--- config.mk ---
export PLATFORM = sky130hd
export DESIGN_NAME = imem_loader
export DESIGN_NICKNAME = d
export VERILOG_FILES = /design/src/rtl/imem_loader.sv
export SDC_FILE = /design/constraint.sdc
export NUM_CORES = 1
export LEC_CHECK = 0
export CAP_MARGIN = 20
export CELL_PAD_IN_SITES_DETAIL_PLACEMENT = 1
export CELL_PAD_IN_SITES_GLOBAL_PLACEMENT = 1
export CORE_ASPECT_RATIO = 0.75
export CORE_MARGIN = 5
export CORE_UTILIZATION = 39
export DETAILED_ROUTE_END_ITERATION = 10
export HOLD_SLACK_MARGIN = 0.08
export PLACE_DENSITY_LB_ADDON = 0.1
export SLEW_MARGIN = 25
export SYNTH_ARGS = -nofsm -noshare
export SYNTH_HDL_FRONTEND = slang
export SYNTH_SLANG_ARGS = --single-unit
export TNS_END_PERCENT = 1
--- constraint.sdc ---
create_clock -name clk -period 1.85 [get_ports clk]
set_input_delay 0.37 -clock clk [delete_from_list [all_inputs] [get_ports clk]]
set_output_delay 0.37 -clock clk [all_outputs]
set_load 0.02 [all_outputs]
--- src/rtl/imem_loader.sv ---
// rtl/imem_loader.sv - boot-time byte-stream loader for the instruction memory
//
// Accepts LEN_HI, LEN_LO, 4*N data bytes (big-endian words) and an XOR checksum
// byte, writes each word to instruction memory at ascending word addresses, and
// releases the CPU once the checksum matches.
//
// Ports:
//   clk, rst        system clock, synchronous active-high reset
//   in_valid/ready  byte-stream handshake; in_data is the byte
//   im_we           one-cycle write strobe per assembled word
//   im_addr         word address (holds between writes)
//   im_wdata        assembled word
//   cpu_run         1 = CPU released (core's active-low reset)
//   done / err      load verified / load failed
//   words_loaded    number of words written so far
module imem_loader #(
    parameter int ADDR_W = 10
) (
    input  logic              clk,
    input  logic              rst,
    input  logic              in_valid,
    input  logic [7:0]        in_data,
    output logic              in_ready,
    output logic              im_we,
    output logic [ADDR_W-1:0] im_addr,
    output logic [31:0]       im_wdata,
    output logic              cpu_run,
    output logic              done,
    output logic              err,
    output logic [ADDR_W:0]   words_loaded
);

    typedef enum logic [2:0] {
        S_LEN_HI,
        S_LEN_LO,
        S_DATA,
        S_CSUM,
        S_RUN,
        S_ERR
    } state_t;

    localparam logic [16:0] MAX_WORDS = 17'(1) << ADDR_W;

    state_t            r_state;
    state_t            w_next;
    logic [7:0]        r_len_hi;
    logic [ADDR_W:0]   r_nwords;
    logic [1:0]        r_bcnt;
    logic [23:0]       r_asm;
    logic [7:0]        r_csum;
    logic              r_we;
    logic [ADDR_W-1:0] r_addr;
    logic [31:0]       r_wdata;
    logic [ADDR_W:0]   r_words;

    logic              w_accept;
    logic [15:0]       w_len;
    logic              w_oversize;
    logic              w_last_word;

    assign w_accept    = in_valid && in_ready;
    assign w_len       = {r_len_hi, in_data};
    assign w_oversize  = {1'b0, w_len} > MAX_WORDS;
    // r_words doubles as the index of the word being assembled
    assign w_last_word = (r_words + (ADDR_W+1)'(1)) == r_nwords;

    always_comb begin
        w_next   = r_state;
        in_ready = 1'b0;
        cpu_run  = 1'b0;
        done     = 1'b0;
        err      = 1'b0;
        case (r_state)
            S_LEN_HI: begin
                in_ready = 1'b1;
                if (w_accept) w_next = S_LEN_LO;
            end
            S_LEN_LO: begin
                in_ready = 1'b1;
                if (w_accept) begin
                    if (w_oversize)      w_next = S_ERR;
                    else if (w_len == 0) w_next = S_CSUM;
                    else                 w_next = S_DATA;
                end
            end
            S_DATA: begin
                in_ready = 1'b1;
                if (w_accept && r_bcnt == 2'd3 && w_last_word) w_next = S_CSUM;
            end
            S_CSUM: begin
                in_ready = 1'b1;
                if (w_accept) w_next = (in_data == r_csum) ? S_RUN : S_ERR;
            end
            S_RUN: begin
                cpu_run = 1'b1;
                done    = 1'b1;
            end
            S_ERR: begin
                err = 1'b1;
            end
            default: w_next = S_LEN_HI;
        endcase
    end

    always_ff @(posedge clk) begin
        if (rst) begin
            r_state  <= S_LEN_HI;
            r_len_hi <= '0;
            r_nwords <= '0;
            r_bcnt   <= '0;
            r_asm    <= '0;
            r_csum   <= '0;
            r_we     <= 1'b0;
            r_addr   <= '0;
            r_wdata  <= '0;
            r_words  <= '0;
        end else begin
            r_state <= w_next;
            r_we    <= 1'b0;
            if (w_accept && r_state != S_CSUM) r_csum <= r_csum ^ in_data;
            if (w_accept) begin
                case (r_state)
                    S_LEN_HI: r_len_hi <= in_data;
                    S_LEN_LO: r_nwords <= w_len[ADDR_W:0];
                    S_DATA: begin
                        r_bcnt <= r_bcnt + 2'd1;
                        r_asm  <= {r_asm[15:0], in_data};
                        if (r_bcnt == 2'd3) begin
                            r_wdata <= {r_asm, in_data};
                            r_addr  <= r_words[ADDR_W-1:0];
                            r_we    <= 1'b1;
                            r_words <= r_words + (ADDR_W+1)'(1);
                        end
                    end
                    default: ;
                endcase
            end
        end
    end

    assign im_we        = r_we;
    assign im_addr      = r_addr;
    assign im_wdata     = r_wdata;
    assign words_loaded = r_words;

endmodule

# Word-level counts from Yosys, hierarchy flattened
# Cells that the tools add are included.
dict set report totals {
  register_bits 110
  output_inout_bits 58
  wordCells 56
}
dict set report op_classes {
  n_addsub 2
  n_lt_le_gt_ge 1
  eq_ne 13
  muxes 12
  bitwise 4
  n_reduce_logical 14
}
# operator n
set op_table {}
lappend op_table {{greater-than comparator 16 x 11 -> 1 bit (second input constant)} 1}
lappend op_table {{zero test 16 bit} 1}
lappend op_table {{2-to-1 mux 3 bit} 5}
lappend op_table {{case mux 3 bit (5 select lines)} 1}
lappend op_table {{adder 11 x 1 -> 11 bit (second input constant)} 1}
lappend op_table {{equality test 11 bit} 1}
lappend op_table {{equality test 8 bit} 1}
lappend op_table {{!= test 2 bit (second input constant)} 4}
lappend op_table {{XOR 8 bit} 1}
lappend op_table {{equality test 3 x 2 -> 1 bit (second input constant)} 2}
lappend op_table {{equality test 3 bit (second input constant)} 2}
lappend op_table {{2-to-1 mux 1 bit} 6}
lappend op_table {{AND reduction 2 bit} 3}
lappend op_table {{AND reduction 5 bit} 1}
lappend op_table {{logical AND 1 bit} 4}
lappend op_table {{OR reduction 4 bit} 1}
lappend op_table {{equality test 3 x 1 -> 1 bit (second input constant)} 1}
lappend op_table {{zero test 3 bit} 1}
lappend op_table {{!= test 3 x 2 -> 1 bit (second input constant)} 1}
lappend op_table {{NOT 1 bit} 3}
lappend op_table {{AND reduction 3 bit} 1}
lappend op_table {{OR reduction 3 bit} 1}
lappend op_table {{adder 2 x 1 -> 2 bit (second input constant)} 1}
lappend op_table {{equality test 2 bit (second input constant)} 1}
lappend op_table {{OR reduction 2 bit} 1}

# Logic depth before layout (Yosys ltp)
# Gate-level depths: netlist (run 1).
dict set report depth {
  word_depth 8
  mapped_depth 8
  mapped_depth_nobuf 7
}

# Worst setup path before layout (run 1)
# Ideal clock, no wire load.
dict set report synth_path {
  kind {reg-to-reg}
  startpoint {reg r_words[1] (netlist: words_loaded[1])}
  endpoint {reg r_state[0]}
  setup_ps 70
  t_arrival_ps 1787
  required_time_ps 1780
  setup_slack_ps -7
  stages_incl_launch_ff 8
  path_buffers 0
  synth_period_minus_slack_ps 1857
  cell_sequence {dfxtp_1 ha_1 nand3_1 nor2_1 nand4_1 a2111oi_0 nand3_1 a21oi_1}
}
dict set report synth_between {
  elab_chain_cells 5
}
# item line
set synth_rtl {}
lappend synth_rtl {{from (decl)} 54} ;# logic [ADDR_W:0] r_words;
lappend synth_rtl {{from (signal assigned)} 132} ;# r_words <= r_words + (ADDR_W+1)'(1);
lappend synth_rtl {{adder 11 x 1 -> 11 bit} 65} ;# assign w_last_word = (r_words + (ADDR_W+1)'(1)) == r_nwords;
lappend synth_rtl {{equality test 11 bit} 65}
lappend synth_rtl {{logical AND 1 bit} 88} ;# if (w_accept && r_bcnt == 2'd3 && w_last_word) w_next = S_CSUM;
lappend synth_rtl {{!= test 2 bit (no source line)} -}
lappend synth_rtl {{AND reduction 5 bit (no source line)} -}
lappend synth_rtl {{to (signal assigned)} 118} ;# r_state <= w_next;
lappend synth_rtl {{to (decl)} 44} ;# state_t r_state;
# Every way passes these cells.
# A chain may end at the register's enable or synchronous reset.

# Worst setup path in the final report (run 1)
dict set report layout_path {
  startpoint {in in_data[0]}
  endpoint {reg r_state[1]}
}
dict set report layout_between {
  elab_chain_cells 4
}
# item line
set layout_rtl {}
lappend layout_rtl {{from (decl)} 22} ;# input logic [7:0] in_data,
lappend layout_rtl {{greater-than comparator 16 x 11 -> 1 bit} 63} ;# assign w_oversize = {1'b0, w_len} > MAX_WORDS;
lappend layout_rtl {{2-to-1 mux 3 bit} 81} ;# if (w_oversize) w_next = S_ERR;
lappend layout_rtl {{2-to-1 mux 3 bit} 80} ;# if (w_accept) begin
lappend layout_rtl {{case mux 3 bit (5 select lines)} 73} ;# case (r_state)
# Every way passes these cells. The select of a mux whose other input is x is not followed.

==> summary.md, run 1 <==
| Metric | Value |
|---|---|
| H-Tree Depth | 3 |
| Synth Area per Inst | 7.788 sq um |
| Crit path max fanout | 2 |
| Post-DRT Antenna Nets | 0 |
| M1 WL | 6.329 mm |
| Final Total Pwr | 0.004932 W |
| DP HPWL | 9.129 mm |
| Clk_skew | 6.724 ps |
| Most common cell after layout, fill and taps aside | nand2_1 |
| Critical Path Start Type | input port |
| Compound-gate portion of the synthesized area | 0.1274 |
| Max VDD drop | 0.6745 mV |
| Post-Syn Area | 0.004439 sq mm |
| Post-synth EDFFs | 0 |
| # setup viols final | 0 |
| DRC | 0 |
| Met3 wire len | 545 um |
| Total global routing track utilization | 0.1910 |
| Hold Path Stages | 2 |
| Post-synth cell types | 35 |
| Final min period | 1806 ps |
| Placed Cells | 778 |
| Final Hold Viols | 0 |
| CP Data Arrival Time | 2060 ps |
| CTS buffer count | 9 |
| Share of cells above drive strength 1 | 0.1341 |
| Core Rows | 33 |
| Largest net degree at the start of global routing | 44 |
| Area growth syn-to-layout | 32.50% |
| Syn Nets | 583 |
| Worst R2R Path Depth | 7 |
| Util after Layout | 0.5335 |
| Post-Layout Cell Count | 796 |
| Nets | 664 |
| Register bit total from synthesis | 110 |
| Design Area, Final | 0.005882 sq mm |
| Simple-Gate Fraction of Synth Area | 0.2362 |
| Leakage | 2.116 nW |
| RSZ-0062 raised after global routing | true |
| Pwr per Cell Area | 838.4 mW/mm^2 |
| CORE AREA | 0.01102 sq mm |
| Placed Area | 0.005488 sq mm |
| CTS max path bufs | 2 |
| Met2 Wirelength | 5.927 mm |
| Most frequent cells in the layout | nand2_1 (195), dfxtp_1 (106), a21oi_1 (93) |
| Synth async-reset ratio | 0 |
| Global route total overflow | 0 |
| # port buffers | 68 |
| Iteration-0 DRC count of the detailed router | 187 |
| Fmax | 0.5537 GHz |
| DR top layer | met4 |
| Via density | 5.059 |
| Clock Sinks | 110 |
| Hold buffer count at cts | 0 |
| Ys flop type | dfxtp_1 |
| Max-slew headroom | 0.6661 |
| Worst Max-Slew Pin Slew | 496.2 ps |
| Setup crit end kind | register |
| Io pins | 69 |
| Setup Crit Path Kind | in -> reg |
| Die extent in x | 133.2 um |
| Mux contribution to synthesized area | 0.007046 |
| Warning count from the yosys run | 0 |
| Drt pass-1 iters | 4 |
| Post-Synth XOR/XNOR Area | 0.07892 |
| Syn Inst Count | 570 |
| Worst hold path type | in -> reg |
| CTS clk-pin slew, worst paths | 70 ps |
| Period utilization | 0.9763 |
| Die height | 102.4 um |
| Root buffer cell | clkbuf_16 |
| Vias | 4,027 |
| CP Data Required Time | 2110 ps |
| Register area share after synthesis | 0.4961 |
| Largest family of logic cells by synthesized area | simple AND/OR/NAND/NOR gates |
| Pins Over Slew Limit | 0 |
| Placer congestion estimate | 0.8692 |
| Per-cell routed wire length | 16.19 um |
| Diode count | 0 |
| Initial core utilization | 0.4027 |
| Max Cap Violations | 0 |
| Drt total wl | 12.89 mm |
| Initial antenna violation count | 0 |
| Vias in the first global route | 4,163 |
| Clock latency on the worst-skew pair | 350 ps |
| CTS tree | built |
| Synthesized-area fraction occupied by adder cells | 0.005637 |
| Outcome | completed |
| First-pass GRT wire length | 20.82 mm |
| DIE AREA | 0.01364 sq mm |
[layout make-up]
cell class	count	area, sq um
Fill cell	1319	5142
Timing Repair Buffer	116	1077
Clock buffer	10	239.0
Clock inverter	6	70.07
Inverter	4	15.01
Multi-Input combinational cell	410	2096
Tap cell	140	175.2
Sequential cell	110	2210
[metal layers]
metal  vias up  track usage
li1       2009            -
met1      1946       0.2571
met2        61       0.3147
met3        11      0.04921
met4         0      0.03874
met5         -            0
[through the flow]
step	setup WS [ps]	TNS, ps	hold WS [ps]
after floorplan	68.40	0	432.1
after global placement	-291.6	-4896	440.2
after detailed placement	-312.4	-7756	445.8
after CTS	-86.24	-86.24	439.2
after global routing	-46.72	-55.95	464.4
final	43.87	0	451.0
[critical path: stages]
cell and delay, ps:
clkdlybuf4s50_1 460, nor4_1 280, nand3_1 130, o21ai_1 120, nand2_1 90, or3_1 350, a211oi_2 270
[path summary, 6_finish.rpt]
| check | to | start | slack [ps] |
|---|---|---|---|
| max | r_state[1] | in_data[0] | 40 |
| min reg2reg | im_wdata[25] | im_wdata[25] | 460 |
| max reg2reg | r_state[0] | words_loaded[0] | 70 |
| min | r_bcnt[0] | rst | 450 |
[synth_stat cells, drive strengths merged (7+ instances only)]
master / number / share of area
nor2: 27 / 0.023
nand2: 196 / 0.17
nor3: 8 / 0.012
dfxtp: 110 / 0.50
clkbuf: 32 / 0.028
nand3: 7 / 0.0079
o21ai: 8 / 0.0090
xor2: 22 / 0.043
buf: 14 / 0.018
a21oi: 94 / 0.11
xnor2: 18 / 0.036
[kinds of logic after synthesis]
family	count (synthesis)
AO/OA/AOI/OAI	109
flip-flops	110
multiplexers	3
XOR/XNOR	40
adder cells (fa/ha/maj)	2
AND/OR/NAND/NOR	256
buffers and inverters	50
[power breakdown]
part	leakage (nW)	switching [W]	internal (W)	total, W
Clock	0.147	0.000907	0.00110	0.00200
Sequential	0.892	0.0000526	0.00242	0.00248
Combinational	1.08	0.000263	0.000189	0.000452
Total	2.12	0.00122	0.00371	0.00493
[flip-flops by register name (all words and copies together) (netlist names)]
name / count
r_bcnt: 2
im_we: 1
im_addr: 10
r_csum: 8
r_state: 3
r_asm: 24
im_wdata: 32
r_len_hi: 8
words_loaded: 11
r_nwords: 11
[timing repair]
item                       4_1_cts  5_1_grt
setup endpoints to repair       13        2
gates resized for setup         20       15
pin swaps                        0       10
buffers inserted                 0        2
No activity file was read; power rests on OpenSTA's default activity.
==> run 2, diff against run 1 <==
--- a/config.mk
+++ b/config.mk
@@ -13,7 +13,7 @@
 export CORE_UTILIZATION = 39
 export DETAILED_ROUTE_END_ITERATION = 10
 export HOLD_SLACK_MARGIN = 0.08
-export PLACE_DENSITY_LB_ADDON = 0.1
+export PLACE_DENSITY = 0.81
 export SLEW_MARGIN = 25
 export SYNTH_ARGS = -nofsm -noshare
 export SYNTH_HDL_FRONTEND = slang
==> run 2 against run 1 <==
Net effect:
- wire length shrank 0.40%
- count of clock-buffer cells in the layout is the same
- die area is the same
- sequential power is essentially flat
- critical path type is now reg -> reg
- hold slack lost 87 ps
- clock power is essentially flat
- critical endpoint is now r_state[0]
- critical path depth is the same
- clock skew shrank 0.75 ps
- largest power group unchanged
- first-iteration DRC count grew 5.3%
==> summary.md, run 2 (same netlist as run 1, synthesis figures left out) <==
| Metric | Value |
|---|---|
| First-pass GRT wire length | 20.81 mm (about the same) |
| Global route total overflow | 0 (unchanged) |
| Core Rows | 33 (unchanged) |
| Most common cell after layout, fill and taps aside | nand2_1 |
| Hold Path Stages | 2 (unchanged) |
| Final-layout fill cell count | 1,321 (+0.15%) |
| Worst Max-Slew Pin Slew | 495.4 ps (-0.8196 ps) |
| Vias in the first global route | 4,299 (+3.3%) |
| Area of the multi-input gates | 0.002064 sq mm (-1.5%) |
| Worst hold path type | in -> reg |
| DRC | 0 (unchanged) |
| Initial antenna violation count | 0 (unchanged) |
| Period utilization | 0.9719 (-0.004396) |
| Vias | 4,056 (+0.72%) |
| Setup crit end kind | register |
| CTS buffer count | 9 (unchanged) |
| Die height | 102.4 um (unchanged) |
| # setup viols final | 0 (unchanged) |
| Hold buffer count at cts | 0 (unchanged) |
| Register area | 0.002208 sq mm (about the same) |
| CP delay by family, top | simple AND/OR/NAND/NOR gates |
| DIE AREA | 0.01364 sq mm (unchanged) |
| Crit-path slowest cell | dfxtp_2 |
| Share of cells above drive strength 1 | 0.1282 (-0.005902) |
| CP Data Required Time | 2130 ps (+20 ps) |
| Leakage | 2.124 nW (+0.36%) |
| Final min period | 1798 ps (-8.133 ps) |
| Placed Cells | 774 (-0.51%) |
| Final Hold Viols | 0 (unchanged) |
| Initial core utilization | 0.4027 (unchanged) |
| Placer congestion estimate | 0.8942 (+2.9%) |
| Worst R2R Path Depth | 7 (unchanged) |
| Drt pass-1 iters | 4 (unchanged) |
| Outcome | completed |
| Iteration-0 DRC count of the detailed router | 197 (+5.3%) |
| DP HPWL | 9.152 mm (+0.25%) |
| CP Data Arrival Time | 2080 ps (+20 ps) |
| Largest net degree at the start of global routing | 46 (+4.5%) |
| Crit path max fanout | 6 (+4) |
| Number of buffers and inverters on the critical path | 1 (unchanged) |
| RSZ-0062 raised after global routing | true |
| R2r setup slk | 50 ps (-20 ps) |
| Area growth syn-to-layout | 31.45% |
| Clock latency on the worst-skew pair | 350 ps (about the same) |
| CTS tree | built |
| Post-Layout Cell Count | 795 (-0.13%) |
| Clock Sinks | 110 (unchanged) |
| Worst r2r dst | r_state[0] |
| Root buffer cell | clkbuf_16 |
| Io pins | 69 (unchanged) |
| TNS Setup | 0 ps (unchanged) |
| # port buffers | 68 (unchanged) |
| Hold Path End | im_wdata[6] |
| Cell chain of the critical path | buf_6 -> nand4_1 -> or2_4 -> xnor2_1 -> a2111oi_2 -> nand3_1 -> a21oi_2 |
| Nets | 663 (-0.15%) |
| Max reg flops | 32 (unchanged) |
| CORE AREA | 0.01102 sq mm (unchanged) |
| Diode count | 0 (unchanged) |
| Die extent in x | 133.2 um (unchanged) |
| RR Startpoint | words_loaded[1] |
| Setup Crit Path Kind | reg -> reg |
| Largest stage delay, worst path | 350 ps (-110 ps) |
| CTS max path bufs | 2 (unchanged) |
| Critical Path Start Type | register |
| Max-slew headroom | 0.6667 (about the same) |
| CTS clk-pin slew, worst paths | 80 ps (about the same) |
| Drt total wl | 12.84 mm (-0.40%) |
| Per-cell routed wire length | 16.15 um (-0.28%) |
| Post-DRT Antenna Nets | 0 (unchanged) |
| Total global routing track utilization | 0.1883 (-0.002633) |
| Fmax | 0.5562 GHz (+0.45%) |
| Max VDD drop | 0.5395 mV (-20%) |
| Max Cap Violations | 0 (unchanged) |
| Pins Over Slew Limit | 0 (unchanged) |
| Most frequent cells in the layout | nand2_1 (195), dfxtp_1 (105), a21oi_1 (93) |
| Hold Crit Start | rst |
| H-Tree Depth | 3 (unchanged) |
| Pwr per Cell Area | 835.9 mW/mm^2 (-0.31%) |
| Via density | 5.102 (+0.85%) |
| Clk_skew | 5.971 ps (-0.7526 ps) |
[run 2: cell types whose count changed in the layout (fill, tap and decap cells not counted), moves of 2 or more]
cell,change
dfxtp_2,+2
nor3_1,+2
dlymetal6s2s_1,+2
buf_4,-4
buf_6,+2
inv_6,+3
[run 2: power by group]
group | switching (W) | internal [W] | total, W
combinational | 0.000255 | 0.000176 | 0.000431
sequential | 0.0000535 | 0.00242 | 0.00248
clock | 0.000904 | 0.00106 | 0.00197
total | 0.00121 | 0.00367 | 0.00488
[run 2: worst max-delay path by stage]
stage          depth (start not counted)            start  slack, ps         end
6_report                               7  words_loaded[1]         50  r_state[0]
5_1_grt                                7  words_loaded[1]        -50  r_state[0]
4_1_cts                                7  words_loaded[0]          3  r_state[0]
3_5_place_dp                           7       in_data[7]       -340  r_state[1]
3_3_place_gp                           7       in_data[2]       -300  r_state[1]
2_1_floorplan                          4       r_state[2]         70        done
[run 2: cell type report]
type / instances / area share
clock inverters: 6 / 0.01179
inverters: 4 / 0.002573
clock buffers: 10 / 0.03924
repair buffers: 115 / 0.1842
flip-flops and latches: 110 / 0.3784
well taps: 140 / 0.03002
multi-input cells: 410 / 0.3538
[run 2: timing repair]
action                                 in CTS  in global routing
buffers inserted                            0                  5
pin swaps                                   0                  8
resized for setup                          16                 15
endpoints found under the hold margin       0                  0
setup endpoints to repair                  12                  5
[run 2: through the flow]
step                  util  setup slack (ps)  cell area (sq um)  total power, W  hold slack [ps]
CTS                 0.5214             3.411               5748        0.004926            354.7
finish              0.5293             52.00               5836        0.004878            364.3
floorplan                -             68.40               4441        0.002788            432.1
global placement    0.4939            -299.7               5445        0.002929            441.7
global route        0.5293            -45.14               5836        0.005082            363.2
detailed placement  0.4939            -338.8               5445        0.002949            451.0
[run 2: routing by layer]
layer / vias to the layer above / wire length (um) / track usage
li1: 2008 / - / -
met1: 1972 / 5914 / 0.2287
met2: 59 / 6303 / 0.3413
met3: 17 / 425 / 0.04577
met4: 0 / 195 / 0.04506
met5: - / 0 / 0
